<file path="src/rtl/pipe_hazard_ctrl_pkg.sv">
// ----------------------------------------------------------------------------
// pipe_hazard_ctrl_pkg
// Shared constants for the pipeline hazard controller: controller state
// encoding, the active level used when holding a stage, and the default
// redirect address width.
// ----------------------------------------------------------------------------
package pipe_hazard_ctrl_pkg;

    localparam int PHC_ADDR_WIDTH = 32;

    typedef logic [1:0] phc_state_t;

    localparam phc_state_t ST_RUN  = 2'd0;
    localparam phc_state_t ST_PEND = 2'd1;
    localparam phc_state_t ST_HALT = 2'd2;

    // Level driven onto a stall_out bit to hold that stage.
    localparam logic STOP_LVL = 1'b1;

    // Watchdog counter width; covers TIMEOUT values up to 65535.
    localparam int PHC_WD_W = 16;

endpackage

</file>
<file path="src/rtl/pipe_hazard_ctrl_prio_enc.sv">
// ----------------------------------------------------------------------------
// pipe_prio_enc
// Highest-set-bit encoder. Higher indices are older pipeline stages, so the
// highest set bit is the oldest requester.
//   vec_i   [WIDTH]  request vector
//   idx_o   [IDX_W]  index of highest set bit (0 when none set)
//   valid_o          at least one bit of vec_i is set
// ----------------------------------------------------------------------------
module pipe_prio_enc #(
    parameter int WIDTH = 6,
    parameter int IDX_W = (WIDTH > 1) ? $clog2(WIDTH) : 1
) (
    input  logic [WIDTH-1:0] vec_i,
    output logic [IDX_W-1:0] idx_o,
    output logic             valid_o
);

    always_comb begin
        idx_o   = '0;
        valid_o = 1'b0;
        // Ascending scan: the last hit is the highest index.
        for (int i = 0; i < WIDTH; i++) begin
            if (vec_i[i]) begin
                idx_o   = IDX_W'(i);
                valid_o = 1'b1;
            end
        end
    end

endmodule

</file>
<file path="src/rtl/pipe_hazard_ctrl.sv">
// ----------------------------------------------------------------------------
// pipe_hazard_ctrl
// Pipeline hazard controller: turns per-stage stall / redirect requests and
// a debug halt request into hold, bubble and squash masks plus a PC redirect,
// with a stall watchdog and optional performance counters.
//
// Optional feature macro: PIPE_HAZARD_CTRL_PERF_EN
//   defined   -> 32-bit wrapping stall-cycle and flush counters
//   undefined -> perf ports tied to zero, no counter flops
//
// Ports
//   clk_in                 clock, rising edge
//   reset_n_in             asynchronous active-low reset
//   stall_req_in   [S]     stage k cannot advance
//   redir_req_in   [S]     stage k requests a redirect
//   redir_addr_in  [S*A]   redirect target, slice k for stage k
//   halt_req_in            level debug halt request
//   new_pc_ready_in        front end accepts new_pc_out
//   stall_out      [S]     hold mask
//   bubble_out     [S]     insert-NOP mask
//   flush_out      [S]     squash mask
//   new_pc_valid_out       redirect valid toward PC stage
//   new_pc_out     [A]     redirect target
//   halted_out             controller is halted
//   stall_timeout_out      one-cycle watchdog pulse
//   perf_stall_cycles_out  [32] counted stall cycles
//   perf_flush_count_out   [32] accepted redirects
//
// State | meaning
// RUN   | normal operation, redirects delivered combinationally
// PEND  | redirect accepted but front end not ready; target held, PC held
// HALT  | debug halt, whole pipe held, redirects ignored
// ----------------------------------------------------------------------------
module pipe_hazard_ctrl
    import pipe_hazard_ctrl_pkg::*;
#(
    parameter int STAGES     = 6,
    parameter int ADDR_WIDTH = PHC_ADDR_WIDTH,
    parameter int TIMEOUT    = 255
) (
    input  logic                         clk_in,
    input  logic                         reset_n_in,
    input  logic [STAGES-1:0]            stall_req_in,
    input  logic [STAGES-1:0]            redir_req_in,
    input  logic [STAGES*ADDR_WIDTH-1:0] redir_addr_in,
    input  logic                         halt_req_in,
    input  logic                         new_pc_ready_in,
    output logic [STAGES-1:0]            stall_out,
    output logic [STAGES-1:0]            bubble_out,
    output logic [STAGES-1:0]            flush_out,
    output logic                         new_pc_valid_out,
    output logic [ADDR_WIDTH-1:0]        new_pc_out,
    output logic                         halted_out,
    output logic                         stall_timeout_out,
    output logic [31:0]                  perf_stall_cycles_out,
    output logic [31:0]                  perf_flush_count_out
);

    localparam int IDX_W = (STAGES > 1) ? $clog2(STAGES) : 1;
    localparam logic [PHC_WD_W-1:0] TO_VAL = PHC_WD_W'(TIMEOUT);
    localparam logic [PHC_WD_W-1:0] TO_M1  = PHC_WD_W'(TIMEOUT - 1);

    phc_state_t               state_q, state_d;
    logic [ADDR_WIDTH-1:0]    pend_addr_q, pend_addr_d;
    logic [PHC_WD_W-1:0]      wd_q, wd_d;

    logic [IDX_W-1:0]         stall_idx, redir_idx;
    logic                     stall_any, redir_any;
    logic [STAGES-1:0]        upto_stall, upto_redir;
    logic [ADDR_WIDTH-1:0]    redir_tgt;

    logic                     in_halt, in_pend;
    logic                     redir_ok;
    logic                     run_stall_act;
    logic [STAGES-1:0]        stall_int, bubble_int, flush_int;
    logic                     npc_valid_int;
    logic [ADDR_WIDTH-1:0]    npc_int;
    logic                     wd_inc, timeout_int;

    pipe_prio_enc #(.WIDTH(STAGES), .IDX_W(IDX_W)) u_stall_enc (
        .vec_i   (stall_req_in),
        .idx_o   (stall_idx),
        .valid_o (stall_any)
    );

    pipe_prio_enc #(.WIDTH(STAGES), .IDX_W(IDX_W)) u_redir_enc (
        .vec_i   (redir_req_in),
        .idx_o   (redir_idx),
        .valid_o (redir_any)
    );

    // Thermometer masks [idx:0] and target slice of the winning redirect.
    always_comb begin
        upto_stall = '0;
        upto_redir = '0;
        redir_tgt  = '0;
        for (int i = 0; i < STAGES; i++) begin
            upto_stall[i] = stall_any && (i <= int'(stall_idx));
            upto_redir[i] = redir_any && (i <= int'(redir_idx));
            if (IDX_W'(i) == redir_idx) begin
                redir_tgt = redir_addr_in[i*ADDR_WIDTH +: ADDR_WIDTH];
            end
        end
    end

    assign in_halt = (state_q == ST_HALT);
    assign in_pend = (state_q == ST_PEND);

    // A redirect is only taken when no older stage is stalled. Once taken,
    // every stall at or below it is squashed anyway, and nothing above it
    // is stalling, so the stall-derived masks collapse to zero.
    assign redir_ok      = redir_any && !in_halt
                           && ((stall_req_in & ~upto_redir) == '0);
    assign run_stall_act = stall_any && !redir_ok;

    always_comb begin
        stall_int     = '0;
        bubble_int    = '0;
        flush_int     = '0;
        npc_valid_int = 1'b0;
        npc_int       = '0;
        if (in_halt) begin
            stall_int = {STAGES{STOP_LVL}};
        end else begin
            if (run_stall_act) begin
                stall_int = upto_stall;
            end
            if (in_pend) begin
                stall_int[0] = STOP_LVL;
            end
            for (int i = 0; i < STAGES; i++) begin
                bubble_int[i] = run_stall_act && (i == int'(stall_idx) + 1);
            end
            if (redir_ok) begin
                flush_int    = upto_redir;
                flush_int[0] = 1'b0;
            end
            npc_valid_int = redir_ok || in_pend;
            if (redir_ok) begin
                npc_int = redir_tgt;
            end else if (in_pend) begin
                npc_int = pend_addr_q;
            end
        end
    end

    always_comb begin
        state_d     = state_q;
        pend_addr_d = pend_addr_q;
        case (state_q)
            ST_RUN: begin
                if (redir_ok) begin
                    if (!new_pc_ready_in) begin
                        state_d     = ST_PEND;
                        pend_addr_d = redir_tgt;
                    end
                end else if (halt_req_in) begin
                    state_d = ST_HALT;
                end
            end
            ST_PEND: begin
                // Halt waits until the pending redirect has been delivered.
                if (redir_ok) begin
                    pend_addr_d = redir_tgt;
                end
                if (new_pc_ready_in) begin
                    state_d = ST_RUN;
                end
            end
            ST_HALT: begin
                if (!halt_req_in) begin
                    state_d = ST_RUN;
                end
            end
            default: state_d = ST_RUN;
        endcase
    end

    // Watchdog: counts consecutive stalled non-halt cycles, holds in HALT,
    // saturates at TIMEOUT and pulses on the cycle it arrives there.
    assign wd_inc      = !in_halt && (stall_int != '0);
    assign timeout_int = wd_inc && (wd_q == TO_M1);

    always_comb begin
        wd_d = wd_q;
        if (!in_halt) begin
            if (!wd_inc) begin
                wd_d = '0;
            end else if (wd_q != TO_VAL) begin
                wd_d = wd_q + 1'b1;
            end
        end
    end

    always_ff @(posedge clk_in or negedge reset_n_in) begin
        if (!reset_n_in) begin
            state_q     <= ST_RUN;
            pend_addr_q <= '0;
            wd_q        <= '0;
        end else begin
            state_q     <= state_d;
            pend_addr_q <= pend_addr_d;
            wd_q        <= wd_d;
        end
    end

`ifdef PIPE_HAZARD_CTRL_PERF_EN
    logic [31:0] perf_stall_q, perf_flush_q;

    always_ff @(posedge clk_in or negedge reset_n_in) begin
        if (!reset_n_in) begin
            perf_stall_q <= '0;
            perf_flush_q <= '0;
        end else begin
            if (wd_inc) begin
                perf_stall_q <= perf_stall_q + 32'd1;
            end
            if (redir_ok) begin
                perf_flush_q <= perf_flush_q + 32'd1;
            end
        end
    end

    assign perf_stall_cycles_out = perf_stall_q;
    assign perf_flush_count_out  = perf_flush_q;
`else
    assign perf_stall_cycles_out = '0;
    assign perf_flush_count_out  = '0;
`endif

    // Outputs are forced low while reset is asserted, independent of the
    // request inputs, so a reset mid-halt or mid-redirect releases the pipe
    // immediately.
    assign stall_out         = reset_n_in ? stall_int     : '0;
    assign bubble_out        = reset_n_in ? bubble_int    : '0;
    assign flush_out         = reset_n_in ? flush_int     : '0;
    assign new_pc_valid_out  = reset_n_in ? npc_valid_int : 1'b0;
    assign new_pc_out        = reset_n_in ? npc_int       : '0;
    assign halted_out        = reset_n_in ? in_halt       : 1'b0;
    assign stall_timeout_out = reset_n_in ? timeout_int   : 1'b0;

endmodule

</file>
<file path="config.mk">
export PLATFORM = sky130hd
export DESIGN_NAME = pipe_hazard_ctrl
export DESIGN_NICKNAME = d
export VERILOG_FILES = /design/src/rtl/pipe_hazard_ctrl_pkg.sv /design/src/rtl/pipe_hazard_ctrl_prio_enc.sv /design/src/rtl/pipe_hazard_ctrl.sv
export SDC_FILE = /design/constraint.sdc
export NUM_CORES = 1
export LEC_CHECK = 0
export CORE_AREA = 2 2 127 129
export CTS_CLUSTER_DIAMETER = 60
export DETAILED_ROUTE_END_ITERATION = 12
export DIE_AREA = 0 0 129 131
export PLACE_DENSITY = 0.73
export SLEW_MARGIN = 20
export SYNTH_ARGS = -nofsm -noshare
export SYNTH_HDL_FRONTEND = slang
export SYNTH_HIERARCHICAL = 1
export SYNTH_SLANG_ARGS = --single-unit
</file>
<file path="constraint.sdc">
create_clock -name clk_in -period 2.68 [get_ports clk_in]
set_input_delay 0.268 -clock clk_in [delete_from_list [all_inputs] [get_ports clk_in]]
set_output_delay 0.268 -clock clk_in [all_outputs]
set_load 0.005 [all_outputs]
</file>
# Word-level counts from Yosys, hierarchy flattened
# Index checks and enable logic that the tools add are counted.
[classes]
add_sub_neg = 2
n_mul = 0
div = 0
n_lt_le_gt_ge = 10
eq_ne = 22
n_shift = 0
mux = 57
bitwise_logic = 3
n_reduce_logical = 33
[op_table]
columns = ["cell", "count"]
rows = [
  ["32-bit 2-to-1 mux", 13],
  ["3-bit by 32-bit equality test with 1-bit output, first input constant", 2],
  ["32-bit one-hot mux with 2 select lines", 1],
  ["6-bit 2-to-1 mux", 8],
  ["2-bit by 32-bit equality test with 1-bit output, first input constant", 1],
  ["4-bit by 32-bit equality test with 1-bit output, first input constant", 1],
  ["32-bit zero test", 1],
  ["16-bit 2-to-1 mux", 2],
  ["1-bit logical AND", 21],
  ["1-bit 2-to-1 mux", 19],
  ["2-bit 2-to-1 mux", 9],
  ["16-bit by 1-bit adder with 16-bit output, second input constant", 1],
  ["16-bit by 8-bit equality test with 1-bit output, second input constant", 1],
  ["16-bit by 8-bit != test with 1-bit output, second input constant", 1],
  ["2-bit by 3-bit less-or-equal comparator with 1-bit output, first input constant", 4],
  ["3-bit less-or-equal comparator, first input constant", 4],
  ["3-bit 2-to-1 mux", 4],
  ["2-bit != test, second input constant", 4],
  ["4-bit AND reduction", 2],
  ["6-bit bitwise AND", 1],
  ["2-bit by 3-bit equality test with 1-bit output, first input constant", 2],
  ["3-bit equality test, first input constant", 2],
  ["1-bit by 3-bit less-or-equal comparator with 1-bit output, first input constant", 2],
  ["6-bit zero test", 1],
  ["17 further kinds", 20],
]
[word_totals]
regBits = 50
latch_bits = 0
ram_bits = 0
rom_bits = 0
in_bits = 208
wordCells = 130
mem_count = 0

# Depth between registers and ports, before layout
[depth]
depth_word = 20
ltp_mapped = 11
depth_no_buf = 8

# Hierarchy
# Netlist, hierarchy kept.
[modules_own_cells]
columns = ["module", "instances", "cells_per_inst", "area_per_inst_um2"]
rows = [
  ["pipe_hazard_ctrl", 1, 635, 4916.0],
  ["pipe_prio_enc", 2, 8, 41.3],
]

# Worst setup path before layout
# Ideal clock, no wire load.
[synth_timing]
path_type = "in2out"
startpoint = "in redir_req_in[4]"
endpoint = "out flush_out[5]"
t_arrival_ns = 2.232
required_time_ns = 2.412
slack_ns = 0.180
stages = 8
n_path_buf = 1
path_cell_list = "or2_1 nor2_1 o21ai_1 a221oi_2 nand4_2 clkbuf_1 nor4_1 o21a_1"
[synth_between]
elab_chain_cells = 11
[synth_rtl]
columns = ["item", "line", "text"]
rows = [
  ["start, declared", "pipe_hazard_ctrl.sv:44", "input logic [STAGES-1:0] redir_req_in,"],
  ["3-bit 2-to-1 mux * (2 in a row)", "pipe_hazard_ctrl_prio_enc.sv:23", "if (vec_i[i]) begin"],
  ["via redir_idx[1]", "pipe_hazard_ctrl.sv:67", "logic [IDX_W-1:0] stall_idx, redir_idx;"],
  ["1-bit by 3-bit less-or-equal comparator with 1-bit output, or another cell as far along", "pipe_hazard_ctrl.sv:99", "upto_redir[i] = redir_any && (i <= int'(redir_idx));"],
  ["1-bit logical AND", "pipe_hazard_ctrl.sv:99", ""],
  ["6-bit inverter", "pipe_hazard_ctrl.sv:113", "&& ((stall_req_in & ~upto_redir) == '0);"],
  ["6-bit bitwise AND", "pipe_hazard_ctrl.sv:113", ""],
  ["6-bit zero test", "pipe_hazard_ctrl.sv:113", ""],
  ["1-bit logical AND", "pipe_hazard_ctrl.sv:113", ""],
  ["6-bit 2-to-1 mux *", "pipe_hazard_ctrl.sv:134", "if (redir_ok) begin"],
  ["6-bit 2-to-1 mux *", "pipe_hazard_ctrl.sv:122", "if (in_halt) begin"],
  ["6-bit 2-to-1 mux *", "pipe_hazard_ctrl.sv:236", "assign flush_out = reset_n_in ? flush_int : '0;"],
  ["end, declared", "pipe_hazard_ctrl.sv:50", "output logic [STAGES-1:0] flush_out,"],
]
# The timed path passes the listed nets; every way through them passes the cells marked *.

# Worst setup path in the final report
[layout_timing]
startpoint = "in redir_req_in[3]"
endpoint = "out new_pc_out[10]"
[layout_between]
elab_chain_cells = 13
[layout_rtl]
columns = ["item", "line", "text"]
rows = [
  ["2-bit 2-to-1 mux *", "pipe_hazard_ctrl_prio_enc.sv:23", ""],
  ["3-bit 2-to-1 mux * (2 in a row)", "pipe_hazard_ctrl_prio_enc.sv:23", ""],
  ["via redir_idx[0]", "pipe_hazard_ctrl.sv:67", ""],
  ["3-bit zero test", "pipe_hazard_ctrl.sv:100", "if (IDX_W'(i) == redir_idx) begin"],
  ["32-bit 2-to-1 mux (6 in a row)", "pipe_hazard_ctrl.sv:100", ""],
  ["32-bit 2-to-1 mux *", "pipe_hazard_ctrl.sv:139", "if (redir_ok) begin"],
  ["32-bit 2-to-1 mux *", "pipe_hazard_ctrl.sv:122", ""],
  ["32-bit 2-to-1 mux *", "pipe_hazard_ctrl.sv:238", "assign new_pc_out = reset_n_in ? npc_int : '0;"],
  ["end, declared", "pipe_hazard_ctrl.sv:52", "output logic [ADDR_WIDTH-1:0] new_pc_out,"],
]
# Marked as above.

==> flow_metrics.env <==
export IMPL_outcome="finished with violations"
export IMPL_violations="negative setup slack"
export IMPL_vias=6859
export IMPL_synth_edf_count=0
export IMPL_root_buffer="clkbuf_16"
export IMPL_synth_main_ff_cell="dfrtp_1"
export IMPL_busiest_layer="met2"
export IMPL_ys_ff_latch=50
export IMPL_core_area_um2=15600
export IMPL_routed_via_density=5.22
export IMPL_grt_max_degree=33
export IMPL_drt_iter0_drc=479
export IMPL_ys_types=51
export IMPL_ys_warnings_count=6
export IMPL_start_kind="input pin"
export IMPL_ys_seq_area_share_pct=25.0
export IMPL_cts_sinks=50
export IMPL_grt_pass1_wl_um=34800
export IMPL_end_kind="output port"
export IMPL_path_clk_slew_ns=0.06
export IMPL_numPortBuffers=258
export IMPL_final_cells=1315
export IMPL_r2r_start="state_q[0]"
export IMPL_vdd_drop_max_mv=0.249
export IMPL_std_cell_rows=46
export IMPL_timing_fmax_mhz=363
export IMPL_clk_latency_ns=0.29
export IMPL_netlist_area_um2=5000
export IMPL_cp_data_arrival_time_ns=2.49
export IMPL_min_path_type="in -> async"
export IMPL_wl_per_cell_um=18.4
export IMPL_cts_inserted_buffers=5
export IMPL_leakagePower_nw=4.55
export IMPL_fin_ws_ns=-0.0755
export IMPL_totalWireLength_um=24200
export IMPL_async_reset_ff_share_pct=100
export IMPL_rr_endpoint="pend_addr_q[8]"
export IMPL_grt_util_met3_pct=4.97
export IMPL_rrSetupSlack_ns=0.34
export IMPL_track_usage_pct=26.6
export IMPL_overflow=0
export IMPL_power_density_nw_per_um2=431
export IMPL_setup_tns_ns=-0.192
export IMPL_min_period_over_period_pct=103
export IMPL_ant_nets=0
export IMPL_design_area_um2=9890
export IMPL_crit_chain="buf_12 > a221o_4 > buf_12 > buf_12 > buf_16 > buf_4 > mux2i_1 > o21ai_0 > a222oi_1 > o21ai_1 > and2_1 > clkdlybuf4s15_1"
export IMPL_maxCapViolations=0
export IMPL_ios=325
export IMPL_dp_cells=1165
export IMPL_slowest_stage="a221o_4"
export IMPL_worstPathMaxFanout=7
export IMPL_slowest_delay_ns=0.46
export IMPL_grt_pass1_vias=6661
export IMPL_die_area_um2=16900
export IMPL_layout_drive_gt1_share_pct=32.1
export IMPL_slew_violations=0
export IMPL_rsz0062_at_grt="true"
export IMPL_gp_congestion=0.871
export IMPL_clockBufferDepth=2
export IMPL_finalHoldViolCount=0
export IMPL_gr_usage_met1_pct=31.7
export IMPL_ys_top_cells_by_count="70 x nor2_1, 69 x buf_4, 69 x o21ai_0, 50 x dfrtp_1, 47 x nand2_1"
export IMPL_start_util_pct=32.0
export IMPL_h_tree_depth=2
export IMPL_netlist_area_leader_share_pct=25.0
export IMPL_worstPathRequired_ns=2.41
export IMPL_crit_top_cell="buf_12"
export IMPL_die_h_um=131
export IMPL_avgSynthCellArea_um2=7.68
export IMPL_postPlaceCellArea_um2=8190
export IMPL_ys_top_cells_by_area="dfrtp_1 25%, buf_4 10%, mux2_2 7.4%"
export IMPL_antenna_cells=0
export IMPL_synth_top_area_cell="dfrtp_1"
export IMPL_num_fill_cells=1318
export IMPL_synth_most_common_cell="nor2_1"
export IMPL_cts_tree="yes"
export IMPL_drcViolationCount=0
export IMPL_setup_worst_path_class="in -> out"
export IMPL_dpl_hpwl_um=15200
export IMPL_antenna_found_initial=0
export IMPL_synthCells=651
export IMPL_nets=1309
export IMPL_synthToLayoutAreaGrowth_pct=97.8
export IMPL_drt_pass1_iterations=9
export IMPL_clock_skew_ns=0.00645
export IMPL_die_w_um=129
export IMPL_finalSetupViolations=7
export IMPL_use_met2_pct=47.1
export IMPL_ff2ff_path_depth=9
export IMPL_finalCriticalPeriod_ns=2.76
-- state kept, by name (all words and copies together), names as in the netlist --
register,count
state_q,2
pend_addr_q,32
wd_q,16
-- kinds of logic after synthesis --
group / share of synthesized area (%)
simple gates: 22.6
compound gates: 20.9
buf+inv: 14.9
mux: 13.8
flops: 25.0
xor+xnor: 1.93
fa+ha+maj: 0.701
other cells: 0.0750
-- final cells by class --
| type | instances | area [µm²] | area share, % |
|---|---|---|---|
| Tap cell | 216 | 270 | 2.73 |
| Sequential cell | 50 | 1250 | 12.7 |
| Inverter | 10 | 42.5 | 0.430 |
| Clock buffer | 6 | 139 | 1.40 |
| Clock inverter | 1 | 30.0 | 0.304 |
| Timing Repair Buffer | 491 | 4660 | 47.1 |
| Multi-Input combinational cell | 541 | 3490 | 35.3 |
-- cells in the final DEF, fill, tap and decap left out, types with 7 or more instances in the layout --
cell	netlist	final
a21oi_1	39	36
a222oi_1	31	31
and2_1	33	33
buf_12	0	12
buf_16	0	9
buf_2	8	8
buf_4	69	197
buf_6	0	13
clkbuf_16	0	9
clkbuf_2	0	18
clkdlybuf4s50_1	0	205
conb_1	1	66
dfrtp_1	50	50
dlygate4sd2_1	0	11
inv_1	9	7
mux2_2	33	31
mux2i_1	32	31
nand2_1	47	46
nand3_1	46	40
nor2_1	70	64
o21ai_0	69	29
o21ai_1	2	35
o21ai_2	0	7
xor2_1	9	9
-- worst max-delay path by stage --
| stage | from | to | slack (ns) | depth (start not counted) |
|---|---|---|---|---|
| 2_1_floorplan | redir_req_in[4] | flush_out[5] | 0.18 | 8 |
| 3_3_place_gp | redir_req_in[4] | new_pc_out[7] | -0.76 | 9 |
| 3_5_place_dp | redir_req_in[4] | new_pc_out[7] | -0.76 | 9 |
| 4_1_cts | redir_req_in[2] | new_pc_out[19] | -0.05 | 11 |
| 5_1_grt | redir_req_in[3] | new_pc_out[5] | -0.17 | 11 |
| 6_report | redir_req_in[3] | new_pc_out[10] | -0.08 | 12 |
-- power breakdown --
group	total [mW]	internal, mW	switching [mW]
Combinational	2.33	1.33	1.00
Clock	0.741	0.461	0.280
Sequential	1.18	1.01	0.172
-- metal layers --
metal	vias to the layer above	part of all wire (%)
li1	3133	-
met1	3253	39
met2	398	49
met3	75	7.9
met4	0	4.2
met5	-	0
-- metrics by stage --
| step | setup WS (ns) | utilization (%) | hold WS [ns] | total power [mW] |
|---|---|---|---|---|
| final | -0.0755 | 63.4 | 0.00533 | 4.26 |
| after global routing | -0.170 | 63.4 | 0.0290 | 4.51 |
| after CTS | -0.0493 | 61.7 | 0.00354 | 4.09 |
| after detailed placement | -0.758 | 52.5 | 0.310 | 2.88 |
| after global placement | -0.764 | 52.5 | 0.307 | 2.85 |
| after floorplan | 0.180 | - | -0.0276 | 2.04 |
-- worst max-delay path, delay by kind of cell --
| kind | cells | cell delay [ns] |
|---|---|---|
| AOI/OAI and AO/OA | 4 | 1.04 |
| buffers and inverters | 6 | 0.87 |
| and+or+nand+nor | 1 | 0.16 |
| muxes | 1 | 0.15 |
-- repair_timing --
| action | 4_1_cts | 5_1_grt |
|---|---|---|
| pin swaps | 53 | 56 |
| resized for setup | 166 | 98 |
| endpoints found under the setup margin | 84 | 71 |
| hold endpoints to repair | 0 | 0 |
| setup buffers | 110 | 24 |
| gates cloned | 11 | 4 |
| hold buffers | 0 | 0 |
Note: power is estimated with default switching activity, not from simulation.
